**src/rtl/bp_cce_pkg.sv**
```systemverilog
// rtl/bp_cce_pkg.sv - coherence states, directory entry layout and sweep FSM states for the CCE directory read-out
package bp_cce_pkg;

  typedef enum logic [2:0] {
    e_COH_I = 3'b000,
    e_COH_S = 3'b001,
    e_COH_E = 3'b010,
    e_COH_F = 3'b011,
    e_COH_B = 3'b100,
    e_COH_M = 3'b110,
    e_COH_O = 3'b111
  } bp_coh_states_e;

  localparam int dir_tag_width_gp = 20;

  typedef struct packed {
    logic [dir_tag_width_gp-1:0] tag;
    bp_coh_states_e              state;
  } bp_cce_dir_entry_s;

  typedef enum logic [1:0] {
    e_IDLE,
    e_READ,
    e_DRAIN,
    e_DONE
  } bp_cce_sharers_state_e;

  function automatic int safe_clog2(input int n);
    return (n <= 1) ? 1 : $clog2(n);
  endfunction

endpackage

```
**src/rtl/bp_cce_dir_row_match.sv**
```systemverilog
// rtl/bp_cce_dir_row_match.sv - tag-compares one directory row, reporting per-entry hits, lowest hit offset/state and multi-hit
module bp_cce_dir_row_match
  import bp_cce_pkg::*;
#(
  parameter int entries_per_row_p = 2,
  parameter int tag_width_p       = 20,
  localparam int entry_width_lp   = tag_width_p + 3,
  localparam int off_width_lp     = safe_clog2(entries_per_row_p)
) (
  input  logic [entries_per_row_p*entry_width_lp-1:0] row_i,
  input  logic [tag_width_p-1:0]                      tag_i,
  output logic [entries_per_row_p-1:0]                hits_o,
  output logic                                        multi_hit_o,
  output logic [off_width_lp-1:0]                     way_off_o,
  output logic [2:0]                                  state_o
);

  always_comb begin
    hits_o    = '0;
    way_off_o = '0;
    state_o   = 3'(e_COH_I);
    for (int i = 0; i < entries_per_row_p; i++) begin
      hits_o[i] = (row_i[i*entry_width_lp+3 +: tag_width_p] == tag_i)
               && (row_i[i*entry_width_lp +: 3] != 3'(e_COH_I));
    end
    // Walk downward so the lowest hitting way is the one left standing.
    for (int i = entries_per_row_p-1; i >= 0; i--) begin
      if (hits_o[i]) begin
        way_off_o = off_width_lp'(i);
        state_o   = row_i[i*entry_width_lp +: 3];
      end
    end
    multi_hit_o = (hits_o & (hits_o - entries_per_row_p'(1))) != '0;
  end

endmodule

```
**src/rtl/bp_cce_dir_sharers_collect.sv**
```systemverilog
// rtl/bp_cce_dir_sharers_collect.sv - sweeps one directory way-group and builds per-LCE sharer vectors; BP_CCE_SHARERS_LRU_CAPTURE_EN adds LRU entry capture
module bp_cce_dir_sharers_collect
  import bp_cce_pkg::*;
#(
  parameter int num_lce_p         = 4,
  parameter int lce_assoc_p       = 4,
  parameter int entries_per_row_p = 2,
  parameter int tag_width_p       = 20,
  parameter int way_group_width_p = 6,
  localparam int lce_assoc_width_lp = $clog2(lce_assoc_p),
  localparam int lce_id_width_lp    = safe_clog2(num_lce_p),
  localparam int rows_per_lce_lp    = lce_assoc_p / entries_per_row_p,
  localparam int num_rows_lp        = num_lce_p * rows_per_lce_lp,
  localparam int row_width_lp       = safe_clog2(num_rows_lp),
  localparam int entry_width_lp     = tag_width_p + 3,
  localparam int off_width_lp       = safe_clog2(entries_per_row_p)
) (
  input  logic                                        clk_i,
  input  logic                                        reset_n_i,
  input  logic                                        start_v_i,
  output logic                                        ready_o,
  input  logic [tag_width_p-1:0]                      tag_i,
  input  logic [way_group_width_p-1:0]                way_group_i,
`ifdef BP_CCE_SHARERS_LRU_CAPTURE_EN
  input  logic [lce_id_width_lp-1:0]                  req_lce_i,
  input  logic [lce_assoc_width_lp-1:0]               lru_way_i,
  output logic [2:0]                                  lru_coh_state_o,
  output logic [tag_width_p-1:0]                      lru_tag_o,
`endif
  output logic                                        dir_r_v_o,
  output logic [way_group_width_p+row_width_lp-1:0]   dir_addr_o,
  input  logic [entries_per_row_p*entry_width_lp-1:0] dir_data_i,
  output logic                                        sharers_v_o,
  output logic [num_lce_p-1:0]                        sharers_hits_o,
  output logic [num_lce_p*lce_assoc_width_lp-1:0]     sharers_ways_o,
  output logic [num_lce_p*3-1:0]                      sharers_coh_states_o,
  output logic                                        multi_hit_o
);

  bp_cce_sharers_state_e            state_r;
  logic [tag_width_p-1:0]           tag_r;
  logic [way_group_width_p-1:0]     wg_r;
  logic [row_width_lp-1:0]          row_r;
  logic [lce_id_width_lp-1:0]       lce_r;
  logic [lce_assoc_width_lp-1:0]    way_base_r;
  logic                             pipe_v_r;
  logic [lce_id_width_lp-1:0]       pipe_lce_r;
  logic [lce_assoc_width_lp-1:0]    pipe_way_base_r;

  logic [entries_per_row_p-1:0]     match_hits;
  logic                             match_multi;
  logic [off_width_lp-1:0]          match_off;
  logic [2:0]                       match_state;
  logic [lce_assoc_width_lp-1:0]    match_way;
  logic                             accept, last_row, last_blk;

  assign dir_addr_o = {wg_r, row_r};
  assign accept     = start_v_i && (state_r == e_IDLE || state_r == e_DONE);
  assign last_row   = row_r == row_width_lp'(num_rows_lp-1);
  assign last_blk   = way_base_r == lce_assoc_width_lp'(lce_assoc_p-entries_per_row_p);
  assign match_way  = pipe_way_base_r + lce_assoc_width_lp'(match_off);

  bp_cce_dir_row_match #(
    .entries_per_row_p(entries_per_row_p),
    .tag_width_p      (tag_width_p)
  ) row_match (
    .row_i      (dir_data_i),
    .tag_i      (tag_r),
    .hits_o     (match_hits),
    .multi_hit_o(match_multi),
    .way_off_o  (match_off),
    .state_o    (match_state)
  );

  always_ff @(posedge clk_i) begin
    if (!reset_n_i) begin
      state_r              <= e_IDLE;
      ready_o              <= 1'b1;
      dir_r_v_o            <= 1'b0;
      sharers_v_o          <= 1'b0;
      sharers_hits_o       <= '0;
      sharers_ways_o       <= '0;
      sharers_coh_states_o <= {num_lce_p{3'(e_COH_I)}};
      multi_hit_o          <= 1'b0;
      tag_r                <= '0;
      wg_r                 <= '0;
      row_r                <= '0;
      lce_r                <= '0;
      way_base_r           <= '0;
      pipe_v_r             <= 1'b0;
      pipe_lce_r           <= '0;
      pipe_way_base_r      <= '0;
    end else begin
      // RAM data lags the strobe by one cycle; carry the row's owner alongside it.
      pipe_v_r        <= dir_r_v_o;
      pipe_lce_r      <= lce_r;
      pipe_way_base_r <= way_base_r;
      case (state_r)
        e_IDLE, e_DONE: begin
          if (accept) begin
            state_r              <= e_READ;
            ready_o              <= 1'b0;
            dir_r_v_o            <= 1'b1;
            sharers_v_o          <= 1'b0;
            tag_r                <= tag_i;
            wg_r                 <= way_group_i;
            row_r                <= '0;
            lce_r                <= '0;
            way_base_r           <= '0;
            sharers_hits_o       <= '0;
            sharers_ways_o       <= '0;
            sharers_coh_states_o <= {num_lce_p{3'(e_COH_I)}};
            multi_hit_o          <= 1'b0;
          end
        end
        e_READ: begin
          if (last_row) begin
            state_r   <= e_DRAIN;
            dir_r_v_o <= 1'b0;
          end else begin
            row_r <= row_r + row_width_lp'(1);
            if (last_blk) begin
              way_base_r <= '0;
              lce_r      <= lce_r + lce_id_width_lp'(1);
            end else begin
              way_base_r <= way_base_r + lce_assoc_width_lp'(entries_per_row_p);
            end
          end
        end
        e_DRAIN: begin
          state_r     <= e_DONE;
          sharers_v_o <= 1'b1;
          ready_o     <= 1'b1;
        end
        default: state_r <= e_IDLE;
      endcase
      if (pipe_v_r && (|match_hits)) begin
        if (sharers_hits_o[pipe_lce_r]) begin
          multi_hit_o <= 1'b1;
        end else begin
          sharers_hits_o[pipe_lce_r]                                             <= 1'b1;
          sharers_ways_o[int'(pipe_lce_r)*lce_assoc_width_lp +: lce_assoc_width_lp] <= match_way;
          sharers_coh_states_o[int'(pipe_lce_r)*3 +: 3]                          <= match_state;
          if (match_multi) multi_hit_o <= 1'b1;
        end
      end
    end
  end

`ifdef BP_CCE_SHARERS_LRU_CAPTURE_EN
  logic [lce_id_width_lp-1:0]    req_lce_r;
  logic [lce_assoc_width_lp-1:0] lru_way_r;
  logic [lce_assoc_width_lp-1:0] lru_diff;
  logic                          lru_in_row;
  logic [entry_width_lp-1:0]     lru_entry;

  // The LRU way lies in the current row when its distance from the row's way base is below the row width.
  assign lru_diff   = lru_way_r - pipe_way_base_r;
  assign lru_in_row = {1'b0, lru_diff} < (lce_assoc_width_lp+1)'(entries_per_row_p);
  assign lru_entry  = dir_data_i[int'(lru_diff[off_width_lp-1:0])*entry_width_lp +: entry_width_lp];

  always_ff @(posedge clk_i) begin
    if (!reset_n_i) begin
      req_lce_r       <= '0;
      lru_way_r       <= '0;
      lru_coh_state_o <= 3'(e_COH_I);
      lru_tag_o       <= '0;
    end else if (accept) begin
      req_lce_r       <= req_lce_i;
      lru_way_r       <= lru_way_i;
      lru_coh_state_o <= 3'(e_COH_I);
      lru_tag_o       <= '0;
    end else if (pipe_v_r && pipe_lce_r == req_lce_r && lru_in_row) begin
      lru_coh_state_o <= lru_entry[2:0];
      lru_tag_o       <= lru_entry[entry_width_lp-1:3];
    end
  end
`endif

endmodule

```
**config.mk**
```make
export PLATFORM = sky130hd
export DESIGN_NAME = bp_cce_dir_sharers_collect
export DESIGN_NICKNAME = d
export VERILOG_FILES = /design/src/rtl/bp_cce_pkg.sv /design/src/rtl/bp_cce_dir_row_match.sv /design/src/rtl/bp_cce_dir_sharers_collect.sv
export SDC_FILE = /design/constraint.sdc
export NUM_CORES = 1
export LEC_CHECK = 0
export BUFFER_PORTS_ARGS = -buffer_cell sky130_fd_sc_hd__buf_2
export CAP_MARGIN = 10
export CORE_MARGIN = 2
export CORE_UTILIZATION = 55
export CTS_BUF_LIST = sky130_fd_sc_hd__clkbuf_8
export DETAILED_ROUTE_END_ITERATION = 6
export GPL_TIMING_DRIVEN = 0
export PLACE_DENSITY = 0.93
export SLEW_MARGIN = 40
export SYNTH_ARGS = -nofsm -noshare
export SYNTH_HDL_FRONTEND = slang
export SYNTH_SLANG_ARGS = --single-unit
```
**constraint.sdc**
```tcl
create_clock -name clk_i -period 3.6 [get_ports clk_i]
set_input_delay 0 -clock clk_i [delete_from_list [all_inputs] [get_ports clk_i]]
set_output_delay 0 -clock clk_i [all_outputs]
set_load 0.05 [all_outputs]
```
=== Word level (Yosys, flattened, before mapping) ===
Index checks and enable logic that the tools add are counted.

* Add/subtract/negate cells: 7
* Multiply operators: 1
* Magnitude comparators: 2
* Equal/unequal tests: 11
* Shift operators: 4
* Multiplexer cells: 48
* Bitwise logic cells: 2
* Reduce and logical (&&, ||, !) cells: 20

{| class="wikitable"
|+ Operator list
! operator !! number
|-
| $mux W12 || 5
|-
| $eq A20 B20 Y1 || 2
|-
| $mux W8 || 5
|-
| $neg A3 Y33 || 1
|-
| $neg A4 Y33 || 1
|-
| $shift A2 B33 Y8 const A || 1
|-
| $shift A3 B33 Y12 const A || 1
|-
| $shiftx A2 B33 Y8 || 1
|-
| $shiftx A3 B33 Y12 || 1
|-
| $mux W4 || 5
|-
| $mux W2 || 7
|-
| $bwmux W12 || 1
|-
| $mux W1 || 12
|-
| $mux W3 || 4
|-
| $bwmux W8 || 1
|-
| $ne A2 B2 Y1 const B || 4
|-
| $pmux W2 S2 || 2
|-
| $eq A2 B2 Y1 const B || 3
|-
| $pmux W2 S3 || 1
|-
| $pmux W3 S2 || 1
|-
| $reduce_and A2 Y1 || 3
|-
| $reduce_and A3 Y1 || 2
|-
| $reduce_bool A2 Y1 || 3
|-
| $reduce_bool A3 Y1 || 2
|-
| 20 further kinds || 26
|}

* Bits in registers: 68
* Input port bits: 75
* Output and inout bits: 37
* Logic and storage cells: 111

=== Longest topological paths before layout ===
* Depth after elaboration: 9
* Mapped depth: 8
* Gate-level depth less buffers: 7

=== Hierarchy ===
Synthesis repeated with hierarchy kept, for this count alone.

* Cells, all modules: 372
* Area total of the unflattened synthesis: 3,240.6 µm²

{| class="wikitable"
|+ By module, submodules not included
! module !! times used !! cells each !! area each (µm²) !! seq. area each (µm²)
|-
| bp_cce_dir_sharers_collect || 1 || 303 || 2,702.6 || 1,321.3
|-
| bp_cce_dir_row_match || 1 || 69 || 538.0 || 0.0
|}

=== Worst setup path after synthesis ===
OpenSTA, ideal clock, no wires.

* Kind: flip-flop to flip-flop
* Start: register sharers_hits_o[3]
* End: register sharers_coh_states_o[8]
* Setup time: 133 ps
* Arrival: 1,877 ps
* Required time: 3,467 ps
* Slack: 1,590 ps
* Cell stages (with the launch flop): 7
* Buffers on the path: 0
* Period minus slack after synthesis: 2,010 ps
* Path through: dfxtp_1 -> mux4_2 -> nor2_4 -> nand2_1 -> o32ai_2 -> nand2b_1 -> o22ai_1

* Longest elaborated chain between the ends: 4

{| class="wikitable"
|+ RTL lines
! what !! RTL line !! text
|-
| start, declared || bp_cce_dir_sharers_collect.sv:34 || <nowiki>output logic [num_lce_p-1:0] sharers_hits_o,</nowiki>
|-
| start signal, assigned || bp_cce_dir_sharers_collect.sv:81 || <nowiki>sharers_hits_o <= '0;</nowiki>
|-
| start signal, assigned || bp_cce_dir_sharers_collect.sv:110 || <nowiki>sharers_hits_o <= '0;</nowiki>
|-
| start signal, assigned by index || bp_cce_dir_sharers_collect.sv:141 || <nowiki>sharers_hits_o[pipe_lce_r] <= 1'b1;</nowiki>
|-
| $bmux W1 S2 || bp_cce_dir_sharers_collect.sv:138 || <nowiki>if (sharers_hits_o[pipe_lce_r]) begin</nowiki>
|-
| $mux W1 (implied by the code) || bp_cce_dir_sharers_collect.sv:138 ||
|-
| $mux W12 || bp_cce_dir_sharers_collect.sv:138 ||
|-
| $mux W12 || bp_cce_dir_sharers_collect.sv:137 || <nowiki>if (pipe_v_r && (|match_hits)) begin</nowiki>
|-
| end signal, assigned || bp_cce_dir_sharers_collect.sv:83 || <nowiki>sharers_coh_states_o <= {num_lce_p{3'(e_COH_I)}};</nowiki>
|-
| end signal, assigned || bp_cce_dir_sharers_collect.sv:112 || <nowiki>sharers_coh_states_o <= {num_lce_p{3'(e_COH_I)}};</nowiki>
|-
| end signal, assigned by index || bp_cce_dir_sharers_collect.sv:143 || <nowiki>sharers_coh_states_o[int'(pipe_lce_r)*3 +: 3] <= match_state;</nowiki>
|-
| end, declared || bp_cce_dir_sharers_collect.sv:36 || <nowiki>output logic [num_lce_p*3-1:0] sharers_coh_states_o,</nowiki>
|}

No other way between the ends. The select of a mux whose other input is x is not followed.
A chain may end at the register's enable or synchronous reset.

=== Worst setup path after layout ===
* Start: register tag_r[3]
* End: register sharers_coh_states_o[10]

* Longest elaborated chain between the ends: 8
* Elaborated cells on any way between the ends: 12
* Classes of those cells: eq/ne (2); shift (1); mux (5); reduce/logical (4)

{| class="wikitable"
|+ RTL lines
! what !! RTL line !! text
|-
| start, declared || bp_cce_dir_sharers_collect.sv:41 || <nowiki>logic [tag_width_p-1:0] tag_r;</nowiki>
|-
| start signal, assigned || bp_cce_dir_sharers_collect.sv:105 || <nowiki>tag_r <= tag_i;</nowiki>
|-
| $eq A20 B20 Y1 || bp_cce_dir_row_match.sv:23 || <nowiki>hits_o[i] = (row_i[i*entry_width_lp+3 +: tag_width_p] == tag_i)</nowiki>
|-
| $logic_and A1 B1 Y1 || bp_cce_dir_row_match.sv:24 || <nowiki>&& (row_i[i*entry_width_lp +: 3] != 3'(e_COH_I));</nowiki>
|-
| $mux W3 (2 in series) || bp_cce_dir_row_match.sv:28 || <nowiki>if (hits_o[i]) begin</nowiki>
|-
| $shiftx A3 B33 Y12 || bp_cce_dir_sharers_collect.sv:143 ||
|-
| $bwmux W12 || bp_cce_dir_sharers_collect.sv:143 ||
|-
| $mux W12 || bp_cce_dir_sharers_collect.sv:138 ||
|-
| $mux W12 * || bp_cce_dir_sharers_collect.sv:137 ||
|}

Every way passes the cells marked *; elsewhere a longest branch is shown, timed or not.

==> results.sh <==
export IMPL_p_int_mw=1.44
export IMPL_antenna_found_initial=0
export IMPL_path_max_fanout=5
export IMPL_dpl_instance_area_mm2=0.00397
export IMPL_worst_slew_pin_slew_ns=0.632
export IMPL_clk_pin_slew_ns=0.07
export IMPL_die_h_um=81.7
export IMPL_setup_viol=0
export IMPL_grt_pass1_wl_um=16300
export IMPL_drtAntennaViolNets=0
export IMPL_clock_latency_ns=0.35
export IMPL_core_area_mm2=0.00589
export IMPL_syn_num_nets=471
export IMPL_rsz0062_at_grt="no"
export IMPL_cts_resized=0
export IMPL_synth_area_leaders="dfxtp_1 40%, xor2_1 11%, nand2_1 9.0%"
export IMPL_reg2reg_slack_ns=1.14
export IMPL_io_pins=112
export IMPL_slew_violations=0
export IMPL_viasPerCell=5.82
export IMPL_cts_made_buffers=9
export IMPL_power_density_mw_per_mm2=539
export IMPL_ff2ff_path_depth=6
export IMPL_cts_tree="done"
export IMPL_crit_type="reg2reg"
export IMPL_swShare_pct=39.7
export IMPL_synth_edf_count=0
export IMPL_syn_area_mm2=0.00332
export IMPL_p_leak_nw=1.96
export IMPL_port_buffer_count=111
export IMPL_relSlewSlack_pct=57.3
export IMPL_fmax_mhz=407
export IMPL_initial_core_util_pct=56.4
export IMPL_r2r_end="sharers_coh_states_o[10]"
export IMPL_first_pass_iters=7
export IMPL_grt_max_degree=11
export IMPL_max_stage_delay_ns=0.53
export IMPL_cap_violations=0
export IMPL_clkSinkCount=66
export IMPL_crit_chain="xor2_1 > nor4_2 > nand2_1 > nor2_2 > mux2i_1 > o21ai_0"
export IMPL_fin_worst_skew_ns=0.0109
export IMPL_first_iter_violations=341
export IMPL_synth_cell_types=44
export IMPL_synth_warnings=0
export IMPL_design_area_mm2=0.00441
export IMPL_hold_buffers=26
export IMPL_finalNetCount=619
export IMPL_ys_seq_area_share_pct=39.8
export IMPL_min_path_type="in2reg"
export IMPL_ys_ff_latch=66
export IMPL_p_comb_share_pct=34.8
export IMPL_synthCells=383
export IMPL_grt_pass1_vias=3488
export IMPL_crit_path_top_delay_cell="nor4_2"
export IMPL_tns_ns=0
export IMPL_track_usage_pct=32.6
export IMPL_required_ns=3.81
export IMPL_grt_ovfl_total=0
export IMPL_synth_top_cell_area_share_pct=39.8
export IMPL_drive_gt1_share_pct=28.4
export IMPL_n_antenna_cell=0
export IMPL_hold_path_end="dir_r_v_o"
export IMPL_cp_start_kind="flop"
export IMPL_reg2reg_from="tag_r[3]"
export IMPL_wirelength_um=10400
export IMPL_die_area_mm2=0.00667
export IMPL_pwr_share_seq_pct=39.8
export IMPL_drcViolationCount=0
export IMPL_globalplace_congestion=0.885
export IMPL_period_needed_ns=2.46
export IMPL_hpwl_um=6920
export IMPL_yosys_area_top_type="dfxtp_1"
export IMPL_netlist_top_cells_count="80 x nand2_1, 66 x dfxtp_1, 40 x xor2_1, 35 x a21oi_1, 22 x nor2_1"
export IMPL_syn2layout_area_growth_pct=33.0
export IMPL_end_kind="flop"
export IMPL_hold_path_depth=3
export IMPL_cts_root_buf="clkbuf_8"
export IMPL_async_reset_ff_share_pct=0
export IMPL_clock_power_share_pct=25.4
export IMPL_syn_avg_cell_area_um2=8.66
export IMPL_ir_drop_mv=0.515
export IMPL_cts_buffer_depth=2
export IMPL_finalCoreUtilization_pct=75.0
export IMPL_post_cts_buffers=0
export IMPL_die_width_um=81.7
export IMPL_finalHoldViolations=0
export IMPL_wl_per_cell_um=17.0
export IMPL_cts_htree_levels=3
export IMPL_hold_path_startpoint="start_v_i"
export IMPL_num_rows=28
export IMPL_arrival_ns=2.66
export IMPL_yosysMostFrequentCell="nand2_1"
export IMPL_p_sw_mw=0.945
export IMPL_vias=3550
export IMPL_status="finished clean"
export IMPL_finalCritPeriodShare_pct=68.2
export IMPL_synthFlopType="dfxtp_1"
layer usage:
layer	track usage, %	part of all wire [%]	up-vias
met5	0	0	-
met4	16.3	4.4	0
met3	8.35	6.8	59
met2	58.2	51	203
met1	35.8	38	1658
li1	-	-	1630
how the worst max path moves through the flow:
stage | to | cells past startpoint | startpoint
finish | sharers_coh_states_o[10] | 6 | tag_r[3]
global route | sharers_coh_states_o[9] | 6 | tag_r[3]
CTS | sharers_coh_states_o[10] | 6 | tag_r[10]
detailed placement | sharers_coh_states_o[10] | 6 | tag_r[10]
global placement | sharers_coh_states_o[10] | 6 | tag_r[10]
floorplan | sharers_coh_states_o[8] | 6 | sharers_hits_o[3]
kinds of logic (layout without fill, tap and decap cells):
family / after synthesis / after routing / synth area share (%)
multiplexers: 6 / 6 / 2.19
buffers and inverters: 23 / 175 / 2.87
flip-flops: 66 / 66 / 39.8
XOR/XNOR: 40 / 40 / 10.6
adder cells (fa/ha/maj): 13 / 13 / 4.90
AND/OR/NAND/NOR: 151 / 151 / 23.0
AO/OA/AOI/OAI: 84 / 84 / 16.7
sequential cells by signal, indices dropped and copies added (netlist names):
register              cells
state_r                   2
pipe_way_base_r           1
lce_r                     2
tag_r                    20
way_base_r                1
pipe_v_r                  1
ready_o                   1
sharers_coh_states_o     12
pipe_lce_r                2
sharers_v_o               1
sharers_hits_o            4
multi_hit_o               1
sharers_ways_o            8
row_r                     3
wg_r                      6
dir_r_v_o                 1
metrics by stage:
step | cells | hold slack [ns] | worst slack [ns] | power (mW)
floorplan | 383 | 0.136 | 1.59 | 1.51
global placement | 569 | 0.241 | 1.33 | 1.69
detailed placement | 569 | 0.246 | 1.31 | 1.73
CTS | 610 | 0.0348 | 1.27 | 2.35
global route | 610 | 0.0521 | 1.02 | 2.50
finish | 610 | 0.0472 | 1.14 | 2.38
critical path: cells and delay by family, from the launching register on:
family | cells | cell delay, ns
mux | 1 | 0.47
flops | 1 | 0.36
compound gates | 1 | 0.20
xor+xnor | 1 | 0.19
simple gates | 3 | 1.10
power by group through the flow:
stage | sequential [mW] | combinational (mW) | clock [mW]
after floorplan | 1.06 | 0.451 | 0
after global placement | 0.950 | 0.741 | 0
after detailed placement | 0.956 | 0.773 | 0
after CTS | 0.942 | 0.803 | 0.603
after global routing | 0.958 | 0.898 | 0.641
final | 0.948 | 0.828 | 0.604
layout by cell type (no fill, tap or decap), types with 6 or more instances in the layout:
| cell type | n |
|---|---|
| a21oi_1 | 35 |
| and2_1 | 6 |
| buf_2 | 112 |
| clkbuf_1 | 12 |
| clkbuf_8 | 10 |
| dfxtp_1 | 66 |
| dlygate4sd3_1 | 26 |
| ha_1 | 13 |
| inv_1 | 9 |
| nand2_1 | 80 |
| nand4_1 | 10 |
| nor2_1 | 22 |
| nor4_2 | 7 |
| o21ai_0 | 10 |
| o21ai_1 | 7 |
| xor2_1 | 40 |
area by class of cell:
class                   count  area [um2]
well taps                  75        93.8
multi-input cells         294        1900
flip-flops and latches     66        1320
inverters                   8        30.0
repair buffers            137         816
clock inverters             5        47.5
clock buffers              10         138
plain buffers              15        65.1
fillers                   414        1470
(Power assumes the default switching activity.)
